<file path="src/rtl/lif_neuron.sv">
// Leaky integrate-and-fire neuron: synchronised spike-edge inputs, leaky membrane, fire and refractory FSM.
// Optional NEURON_LEAK_EN: when undefined, the leak term is forced to 0 and the neuron is a pure integrator.
module lif_neuron #(
    parameter int NUM_SYN    = 4,
    parameter int WIDTH      = 8,
    parameter int THRESHOLD  = 100,
    parameter int WEIGHT     = 30,
    parameter int LEAK_SHIFT = 4,
    parameter int REFRACTORY = 3
) (
    input  logic               clk,
    input  logic               rst_n,
    input  logic [NUM_SYN-1:0] spike_in,
    output logic               spike_out,
    output logic [WIDTH-1:0]   membrane,
    output logic               refractory,
    output logic [7:0]         drop_count
);

    // state     | meaning
    // INTEGRATE | leak and accumulate weighted input edges, fire on threshold
    // REFRACT   | membrane pinned at 0, input edges counted as dropped

    localparam int SW = WIDTH + 4;

    typedef enum logic {
        INTEGRATE = 1'b0,
        REFRACT   = 1'b1
    } state_t;

    state_t             state;
    logic [7:0]         cnt;
    logic [NUM_SYN-1:0] sync1, sync2, sync3;
    logic [NUM_SYN-1:0] edges;
    logic [3:0]         n_edges;
    logic [SW-1:0]      leak;
    logic [SW-1:0]      sum_raw;
    logic [WIDTH-1:0]   sum_clamped;
    logic               fire;
    logic [8:0]         drop_sum;
    logic [7:0]         drop_next;

    always_ff @(posedge clk or negedge rst_n) begin
        if (!rst_n) begin
            sync1 <= '0;
            sync2 <= '0;
            sync3 <= '0;
        end else begin
            sync1 <= spike_in;
            sync2 <= sync1;
            sync3 <= sync2;
        end
    end

    assign edges = sync2 & ~sync3;

    always_comb begin
        n_edges = '0;
        for (int i = 0; i < NUM_SYN; i++) begin
            n_edges = n_edges + {3'b000, edges[i]};
        end
    end

`ifdef NEURON_LEAK_EN
    logic [WIDTH-1:0] shifted;
    assign shifted = membrane >> LEAK_SHIFT;

    // A nonzero potential always loses at least one unit so it eventually decays to 0.
    always_comb begin
        leak = '0;
        if (membrane != '0) begin
            leak = (shifted == '0) ? SW'(1) : {4'b0000, shifted};
        end
    end
`else
    assign leak = '0;
`endif

    // leak never exceeds the membrane value, so the subtraction cannot wrap.
    assign sum_raw     = {4'b0000, membrane} - leak + SW'(WEIGHT) * {{(SW-4){1'b0}}, n_edges};
    assign sum_clamped = (sum_raw[SW-1:WIDTH] != '0) ? {WIDTH{1'b1}} : sum_raw[WIDTH-1:0];
    assign fire        = (sum_raw >= SW'(THRESHOLD));

    assign drop_sum  = {1'b0, drop_count} + {5'b00000, n_edges};
    assign drop_next = drop_sum[8] ? 8'hFF : drop_sum[7:0];

    always_ff @(posedge clk or negedge rst_n) begin
        if (!rst_n) begin
            state      <= INTEGRATE;
            cnt        <= '0;
            spike_out  <= 1'b0;
            membrane   <= '0;
            refractory <= 1'b0;
            drop_count <= '0;
        end else begin
            case (state)
                INTEGRATE: begin
                    if (fire) begin
                        spike_out <= 1'b1;
                        membrane  <= '0;
                        if (REFRACTORY > 0) begin
                            state      <= REFRACT;
                            cnt        <= 8'(REFRACTORY);
                            refractory <= 1'b1;
                        end
                    end else begin
                        spike_out <= 1'b0;
                        membrane  <= sum_clamped;
                    end
                end
                REFRACT: begin
                    spike_out  <= 1'b0;
                    membrane   <= '0;
                    drop_count <= drop_next;
                    cnt        <= cnt - 8'd1;
                    // Terminal count: this edge takes the counter to zero.
                    if (cnt == 8'd1) begin
                        state      <= INTEGRATE;
                        refractory <= 1'b0;
                    end
                end
                default: begin
                    state <= INTEGRATE;
                end
            endcase
        end
    end

endmodule
</file>
<file path="config.mk">
export PLATFORM = sky130hd
export DESIGN_NAME = lif_neuron
export DESIGN_NICKNAME = d
export VERILOG_FILES = /design/src/rtl/lif_neuron.sv
export SDC_FILE = /design/constraint.sdc
export NUM_CORES = 1
export LEC_CHECK = 0
export BUFFER_PORTS_ARGS = -buffer_cell sky130_fd_sc_hd__clkbuf_2
export CORE_MARGIN = 2
export CORE_UTILIZATION = 60
export DETAILED_ROUTE_END_ITERATION = 10
export HOLD_SLACK_MARGIN = 0.1
export PLACE_DENSITY = 0.81
export SYNTH_ARGS = -nofsm -noshare
export SYNTH_HDL_FRONTEND = slang
export SYNTH_SLANG_ARGS = --single-unit
</file>
<file path="constraint.sdc">
create_clock -name clk -period 10.3 [get_ports clk]
set_input_delay 0 -clock clk [delete_from_list [all_inputs] [get_ports clk]]
set_output_delay 0 -clock clk [all_outputs]
set_load 0.01 [all_outputs]
</file>
==> results.cfg, run 1 <==
[run_status]
status = finished clean

[setup_path]
cp.arrival_ns = 5.11
critPathMaxFanout = 14
crit_path_start_kind = flop
cp.required_ns = 10.53
critPathCaptureType = flop
crit_type = reg -> reg

[timing]
hold_viol_final = 0
post-route-min-period_ns = 4.873
finClkSkew_ns = 0.01116
relSlewSlack_pct = 37.55
setup_viol = 0
worst_pin_slew_ns = 0.9367
rsz0062_at_grt = false
post-route-period-util_pct = 47.31
slew_viol_final = 0
setup_slack_ns = 5.427
timing.fmax_ghz = 0.2052
setup-tns-final_ns = 0

[synth]
syn_nets = 241
yosysUniqueCellTypes = 42
yosys_warnings = 0
ys_async_sr_fraction_pct = 100.0
synthCells = 209
syn_avg_cell_area_um2 = 10.49
ys_seq_area_share_pct = 44.50
synth_seq_cells = 39
synth_edf_count = 0
synth_flop_cell = dfrtp_1
synth_area_mm2 = 0.002193

[route]
routedWlPerCell_um = 13.06
postRouteAntennaNets = 0
finalWirelength_um = 3748
drtPass1Iterations = 4
via_per_inst = 5.359
drt_iter0_markers = 32
vias = 1538
drc = 0

[clock_network]
cts_hold_buf = 5
cts_tree = yes
clock_latency_ns = 0.34
root_buffer = clkbuf_4
clock_path_buffers = 2
htreeDepth = 2
cts.sinks = 39
clkTransAtPathRegs_ns = 0.11
cts-buffers-inserted = 5
cts_setup_buffers = 0
cts_resized = 0

[finish]
nNetsFinal = 272
drive_above_1_share_pct = 17.01
n_fill_cell = 274
seqCellArea_um2 = 975.9
areaGrowthSynthToFinish_pct = 13.06
multiInputGateArea_mm2 = 0.001124
fin_util_pct = 72.60
antennaDiodeCount = 0

[global_route]
grtUsageTotal_pct = 21.28
grt_pass1_vias = 1553
antenna_found_initial = 0
grt_max_degree = 40
gr-total-overflow = 0
grt_pass1_wl_um = 6817

[placed_design]
gp_congestion = 0.7707
portBuffers = 23
hpwlAfterDp_um = 2800
dp_slack_ns = 5.454

[floorplan]
io-pin-count = 24
dieArea_mm2 = 0.004155
die_h_um = 64.46
dieWidth_um = 64.46
core.rowCount = 21
coreArea_mm2 = 0.003416
initial_core_util_pct = 64.21

[power_and_ir_drop]
leakage_nw = 1.316
powerDensity_mw_per_mm2 = 245.4
ir_drop_mv = 0.1407
p_total_uw = 608.6

[worst_hold_path]
hp-class = in -> reg

[job]
cap_violations = 0
-- power by group --
group | total (mW) | internal (mW) | switching [mW] | leakage (nW)
clock network | 0.106 | 0.0574 | 0.0482 | 0.0482
logic | 0.257 | 0.117 | 0.140 | 0.790
registers | 0.246 | 0.196 | 0.0506 | 0.478
total | 0.609 | 0.370 | 0.239 | 1.32
-- final cells by class --
class	count	area share, %
inverters	19	2.876
repair buffers	28	6.660
well taps	46	2.321
clock buffers	6	2.069
multi-input cells	147	45.31
clock inverters	2	1.413
flip-flops and latches	39	39.35
-- Yosys cell counts (2+ instances only) --
cell type  instances  area share (%)
dfrtp_1           39              44
ha_1              22              13
nand2_1           20             3.4
inv_1             19             3.3
nor2_1            13             2.2
a21oi_1           11             2.5
nand3_1            7             1.6
xnor2_1            7             2.8
nor3_1             6             1.4
xor2_1             6             2.4
a21o_1             5             1.7
o21ai_0            5             1.1
fa_1               4             3.7
nand2b_1           4             1.1
o21a_1             4             1.4
o31ai_1            4             1.4
and3_1             3            0.86
clkbuf_1           2            0.34
mux2i_1            2            0.91
nor3b_2            2             1.1
o21bai_1           2            0.68
or4_1              2            0.68
-- critical path, stage by stage, from the launching register on --
cell	delay [ns]
dfrtp_1	0.38
nand2b_1	0.16
fa_1	0.54
inv_1	0.04
ha_1	0.20
inv_1	0.08
ha_1	0.20
inv_1	0.08
ha_1	0.30
ha_1	0.23
fa_1	0.40
a21oi_1	0.17
nor2_1	0.06
o21a_1	0.17
ha_1	0.32
or4_1	0.53
o311ai_1	0.15
nand3_2	0.38
o31a_2	0.39
-- cell usage in the layout (no fill, tap or decap), drive strengths merged --
cell,synthesis,final
dfrtp,39,39
clkbuf,2,29
ha,22,22
nand2,20,20
inv,19,19
nor2,13,13
a21oi,11,11
nand3,8,8
xnor2,7,7
xor2,6,6
nor3,6,6
o21ai,6,6
o31ai,6,6
a21o,5,5
dlygate4sd3,0,5
nand2b,4,4
o21a,4,4
fa,4,4
and3,3,3
o21bai,2,2
or4,2,2
nor3b,2,2
mux2i,2,2
o211ai,2,2
nor2b,1,1
and2,1,1
a211o,1,1
a221oi,1,1
a41o,1,1
o311ai,1,1
or3,1,1
a31oi,1,1
mux2,1,1
nand4,1,1
o31a,1,1
clkinv,0,1
bufinv,0,1
conb,1,1
-- per-stage QoR --
step / cell area [um^2] / cells / hold slack (ns)
finish: 2480 / 287 / 0.2946
global route: 2480 / 287 / 0.2978
CTS: 2480 / 287 / 0.2887
detailed placement: 2344 / 274 / 0.1104
global placement: 2344 / 274 / 0.1081
floorplan: 2193 / 209 / -0.2956
-- flip-flops by register name, summed over array words and instances (netlist names) --
register,count
cnt,8
drop_count,8
membrane,8
refractory,1
spike_out,1
state,1
sync1,4
sync2,4
sync3,4
-- worst paths after layout --
check	depth (start not counted)	end	start	slack, ns
max	18	cnt[1]	sync3[0]	5.43
min	2	sync1[0]	spike_in[0]	0.29
max reg2reg	18	cnt[1]	sync3[0]	5.43
min reg2reg	0	sync2[2]	sync1[2]	0.36
max in group asynchronous	2	sync3[0]	rst_n	9.40
min in group asynchronous	2	cnt[4]	rst_n	0.32
-- metal layers --
layer  track usage, %  vias up  share of wire (%)
met2            35.03       20                 48
li1                 -      781                  -
met3            4.514        5                3.1
met1            28.62      732                 48
met4            6.383        0                1.4
met5                0        -                  0
-- logic make-up after synthesis --
family / count (synthesis) / share of synthesized area [%]
fa+ha+maj: 26 / 16.20
compound gates: 42 / 14.20
mux: 3 / 1.426
other cells: 1 / 0.1710
flops: 39 / 44.50
buf+inv: 23 / 4.278
xor+xnor: 13 / 5.191
simple gates: 62 / 14.03
Power figures use the tool's default switching activity.
==> run 2, diff against run 1 <==
- CORE_UTILIZATION: 60 -> 58
- PLACE_DENSITY: 0.81 -> 0.79
- clock period: 10.3 -> 4.73 ns (I/O delays scaled with it)
==> results.cfg, run 2 (synthesis gave the netlist of run 1 again) <==
[timing]
whs_ns = 0.3468
finClkSkew_ns = 0.01208
setup_viol = 0
post-route-min-period_ns = 4.558
relSlewSlack_pct = 33.24
setup_slack_ns = 0.1717
worst_pin_slew_ns = 1.001
hold_viol_final = 0
post-route-period-util_pct = 96.37
timing.fmax_ghz = 0.2194
slew_viol_final = 0

[setup_path]
endpoint = cnt[2]
cpMaxStageDelayCell = fa_1
critical-path-top-delay-family = adder cells
path_depth = 19
worstReg2RegEnd = cnt[2]
crit_type = reg -> reg
cp.arrival_ns = 4.76
path_common_cell = inv_1
critPathCaptureType = flop
cpPeakStageDelay_ns = 0.55
cp_cell_sequence = nand2b_1 -> fa_1 -> inv_1 -> ha_1 -> inv_1 -> ha_2 -> inv_1 -> ha_1 -> ha_2 -> fa_2 -> a21oi_2 -> and3_1 -> o21a_1 -> ha_4 -> or4_4 -> o311ai_4 -> nand3_2 -> buf_6 -> o31ai_2
r2r_cells = 19
ff2ff_setup_slack_ns = 0.17
critPathBufInv = 4
rr_startpoint = sync3[0]
cp-startpoint = sync3[0]
critPathMaxFanout = 7
crit_path_start_kind = flop
cp.required_ns = 4.94

[placed_design]
hpwlAfterDp_um = 3041
place_area_mm2 = 0.002369
dp_slack_ns = 0.05641
portBuffers = 23
gp_congestion = 0.8048

[route]
postRouteAntennaNets = 0
drc = 0
routedWlPerCell_um = 15.04
routed.top_layer = met4
finalWirelength_um = 4406
wl_met2_um = 2197
met1_length_um = 1988
via_per_inst = 5.491
drt_iter0_markers = 82
drtPass1Iterations = 4
vias = 1609
dr_wl_met3_um = 123

[clock_network]
htreeDepth = 2
cts_tree = yes
cts-buffers-inserted = 5
clock_latency_ns = 0.30
clkTransAtPathRegs_ns = 0.08
cts.sinks = 39
clock_path_buffers = 2
root_buffer = clkbuf_8

[global_route]
grt_max_degree = 40
grt_pass1_wl_um = 7210
gr-total-overflow = 0
grt_pass1_vias = 1552
antenna_found_initial = 0
grtUsageTotal_pct = 22.84

[finish]
reg_top3 = cnt (8), drop_count (8), membrane (8)
mostFrequentLayoutCell = dfrtp_1
areaGrowthSynthToFinish_pct = 17.86
mostFrequentLayoutCells = dfrtp_1 (39), clkbuf_2 (23), nand2_1 (20), inv_1 (19), ha_1 (19)
n_fill_cell = 275
finalInstanceArea_mm2 = 0.002585
nNetsFinal = 276
drive_above_1_share_pct = 22.45
antennaDiodeCount = 0

[floorplan]
coreArea_mm2 = 0.003661
core.rowCount = 22
dieWidth_um = 65.50
initial_core_util_pct = 59.91
die_h_um = 65.50
dieArea_mm2 = 0.004290
io-pin-count = 24

[power_and_ir_drop]
ir_drop_mv = 0.2838
leakage_nw = 1.325
powerDensity_mw_per_mm2 = 531.5

[run_status]
status = finished clean

[worst_hold_path]
hp-class = in -> reg
worstHoldStart = spike_in[3]

[job]
cap_violations = 0
run 2: cell types whose count changed in the layout (fill, tap and decap cells not counted), moves of 2 or more:
cell | previous run | this run
buf_4 | 0 | 2
clkbuf_4 | 5 | 0
o31ai_2 | 1 | 4
clkbuf_8 | 1 | 5
ha_2 | 0 | 2
o31ai_1 | 4 | 1
buf_6 | 0 | 2
ha_1 | 22 | 19
run 2: cell type report:
cell class	count	area, um^2	area share [%]
multi-input cells	147	1190	46.03
flip-flops and latches	39	975.9	37.75
repair buffers	32	202.7	7.841
clock buffers	6	72.57	2.807
inverters	19	71.32	2.759
well taps	48	60.06	2.323
clock inverters	2	12.51	0.4840
run 2: layer usage:
metal	vias to the layer above	global-route usage, %
met3	8	6.336
li1	782	-
met4	0	10.68
met5	-	0
met1	793	29.99
met2	26	35.20
run 2: where the power goes:
part | switching [mW] | internal (mW)
Clock | 0.120 | 0.103
Sequential | 0.119 | 0.427
Combinational | 0.328 | 0.277
Total | 0.567 | 0.807
run 2: worst min path at each step:
stage | endpoint | slack, ns | depth (start not counted)
floorplan | cnt[0] | -0.30 | 0
global placement | sync1[1] | 0.11 | 1
detailed placement | sync1[3] | 0.11 | 1
CTS | sync1[3] | 0.33 | 2
global route | sync1[3] | 0.34 | 2
finish | sync1[3] | 0.35 | 2
run 2: timing repair:
| action | in CTS | in global routing |
|---|---|---|
| gates resized for setup | 1 | 14 |
| pin swaps | 0 | 6 |
| endpoints found under the setup margin | 1 | 17 |
| endpoints found under the hold margin | 43 | 0 |
| hold buffers | 5 | 0 |
| setup buffers | 0 | 1 |
run 2: metrics by stage:
stage | utilization, % | setup TNS [ns] | total power, mW | cells
final | 70.61 | 0 | 1.374 | 293
after global routing | 70.61 | -0.05431 | 1.489 | 293
after CTS | 68.59 | 0 | 1.347 | 292
after detailed placement | 64.70 | 0 | 1.114 | 279
after global placement | 64.70 | 0 | 1.098 | 279
after floorplan | - | 0 | 0.9565 | 209
run 2: worst register-to-register path: stages, from the launching register on:
cell      delay [ns]
dfrtp_1         0.36
nand2b_1        0.16
fa_1            0.55
inv_1           0.04
ha_1            0.20
inv_1           0.08
ha_2            0.20
inv_1           0.07
ha_1            0.29
ha_2            0.20
fa_2            0.38
a21oi_2         0.17
and3_1          0.17
o21a_1          0.15
ha_4            0.23
or4_4           0.55
o311ai_4        0.11
nand3_2         0.17
buf_6           0.19
o31ai_2         0.20
==> run 3, diff against run 2 <==
- CTS_BUF_LIST: unset -> sky130_fd_sc_hd__clkbuf_16
==> results.cfg, run 3 (synthesis gave the netlist of run 1 again) <==
[run_status]
status = finished clean

[timing]
setup_slack_ns = 0.1367
whs_ns = 0.3523
hold_viol_final = 0
post-route-min-period_ns = 4.593
worst_pin_slew_ns = 0.9956
relSlewSlack_pct = 33.63
setup_viol = 0
slew_viol_final = 0
finClkSkew_ns = 0.007167
post-route-period-util_pct = 97.11
setup-tns-final_ns = 0
timing.fmax_ghz = 0.2177

[placed_design]
place_area_mm2 = 0.002369
dp_slack_ns = 0.05641
dp_cells = 279
portBuffers = 23
hpwlAfterDp_um = 3041
gp_congestion = 0.8048

[route]
dr_wl_met3_um = 135
drtPass1Iterations = 4
routedWlPerCell_um = 14.86
drc = 0
routed.top_layer = met4
via_per_inst = 5.411
drt_iter0_markers = 113
postRouteAntennaNets = 0
wl_met2_um = 2177
vias = 1580
finalWirelength_um = 4338
met1_length_um = 1933

[floorplan]
dieWidth_um = 65.50
coreArea_mm2 = 0.003661
initial_core_util_pct = 59.91
dieArea_mm2 = 0.004290
die_h_um = 65.50
core.rowCount = 22
io-pin-count = 24

[power_and_ir_drop]
ir_drop_mv = 0.3212
powerDensity_mw_per_mm2 = 557.7
leakage_nw = 1.350

[finish]
finalInstanceArea_mm2 = 0.002630
mostFrequentLayoutCells = dfrtp_1 (39), clkbuf_2 (23), inv_1 (20), nand2_1 (20), ha_1 (19)
antennaDiodeCount = 0
nNetsFinal = 275
reg_top3 = cnt (8), drop_count (8), membrane (8)
mostFrequentLayoutCell = dfrtp_1
areaGrowthSynthToFinish_pct = 19.91
fin_cells = 292
drive_above_1_share_pct = 22.13

[job]
cap_violations = 0

[setup_path]
cpPeakStageDelay_ns = 0.55
critPathCaptureType = flop
cp.required_ns = 4.91
cp.arrival_ns = 4.78
cp_cell_sequence = nand2b_1 -> fa_1 -> inv_1 -> ha_1 -> inv_1 -> ha_2 -> inv_1 -> ha_1 -> ha_2 -> fa_2 -> a21oi_2 -> and3_1 -> o21a_1 -> ha_4 -> or4_4 -> o311ai_4 -> nand3_2 -> buf_4 -> nor3b_2
cpMaxStageDelayCell = fa_1
critPathMaxFanout = 6
path_common_cell = inv_1
crit_path_start_kind = flop
crit_type = reg -> reg

[global_route]
gr-total-overflow = 0
antenna_found_initial = 0
grt_pass1_wl_um = 7162
grtUsageTotal_pct = 22.57
grt_pass1_vias = 1589
grt_max_degree = 40

[clock_network]
cts.sinks = 39
htreeDepth = 2
clock_path_buffers = 2
clock_latency_ns = 0.28
root_buffer = clkbuf_16
cts_tree = yes
cts-buffers-inserted = 5
clkTransAtPathRegs_ns = 0.05

[worst_hold_path]
hp-class = reg -> reg
## run 3: changes by cell type in the layout (fill, tap and decap cells not counted)
cell	previous run	this run
buf_6	2	1
clkbuf_1	1	0
clkbuf_16	0	5
clkbuf_8	5	0
inv_1	19	20
## run 3: per-layer routing
metal | up-vias | track usage, %
met3 | 8 | 5.822
met1 | 768 | 28.56
met4 | 0 | 9.115
met5 | - | 0
met2 | 21 | 36.99
li1 | 783 | -
## run 3: per-stage QoR
stage	util, %	total power [mW]
detailed placement	64.70	1.114
finish	71.84	1.467
CTS	69.92	1.448
global placement	64.70	1.098
floorplan	-	0.9565
global route	71.84	1.591
## run 3: critical path, delay by kind of cell (launching register included)
family | cells | cell delay [ns]
and+or+nand+nor | 5 | 1.27
adders and majority gates | 7 | 2.05
DFF | 1 | 0.35
AOI/OAI and AO/OA | 3 | 0.45
buffers and inverters | 4 | 0.38
## run 3: what timing repair did
action	CTS	global route
hold endpoints to repair	43	0
setup buffers	0	0
endpoints found under the setup margin	0	17
resized for setup	0	14
hold buffers	5	0
## run 3: layout make-up
class / instances / area [um^2]
Sequential cell: 39 / 975.9
Tap cell: 48 / 60.06
Timing Repair Buffer: 31 / 191.4
Clock buffer: 5 / 125.1
Multi-Input combinational cell: 147 / 1190
Inverter: 19 / 71.32
Fill cell: 262 / 1031
Clock inverter: 3 / 16.27
## run 3: worst paths after layout
check                         start     endpoint  slack, ns  depth (start not counted)
hold / removal             sync1[3]     sync2[3]       0.35                          0
setup reg to reg           sync3[0]  membrane[0]       0.14                         19
max in group asynchronous     rst_n       cnt[3]       3.74                          2
hold reg to reg            sync1[3]     sync2[3]       0.35                          0
setup / recovery           sync3[0]  membrane[0]       0.14                         19
min in group asynchronous     rst_n   refractory       0.40                          2
## run 3: power breakdown
group	total, mW	switching, mW	internal, mW
sequential	0.546	0.118	0.428
clock	0.320	0.128	0.192
combinational	0.601	0.327	0.274
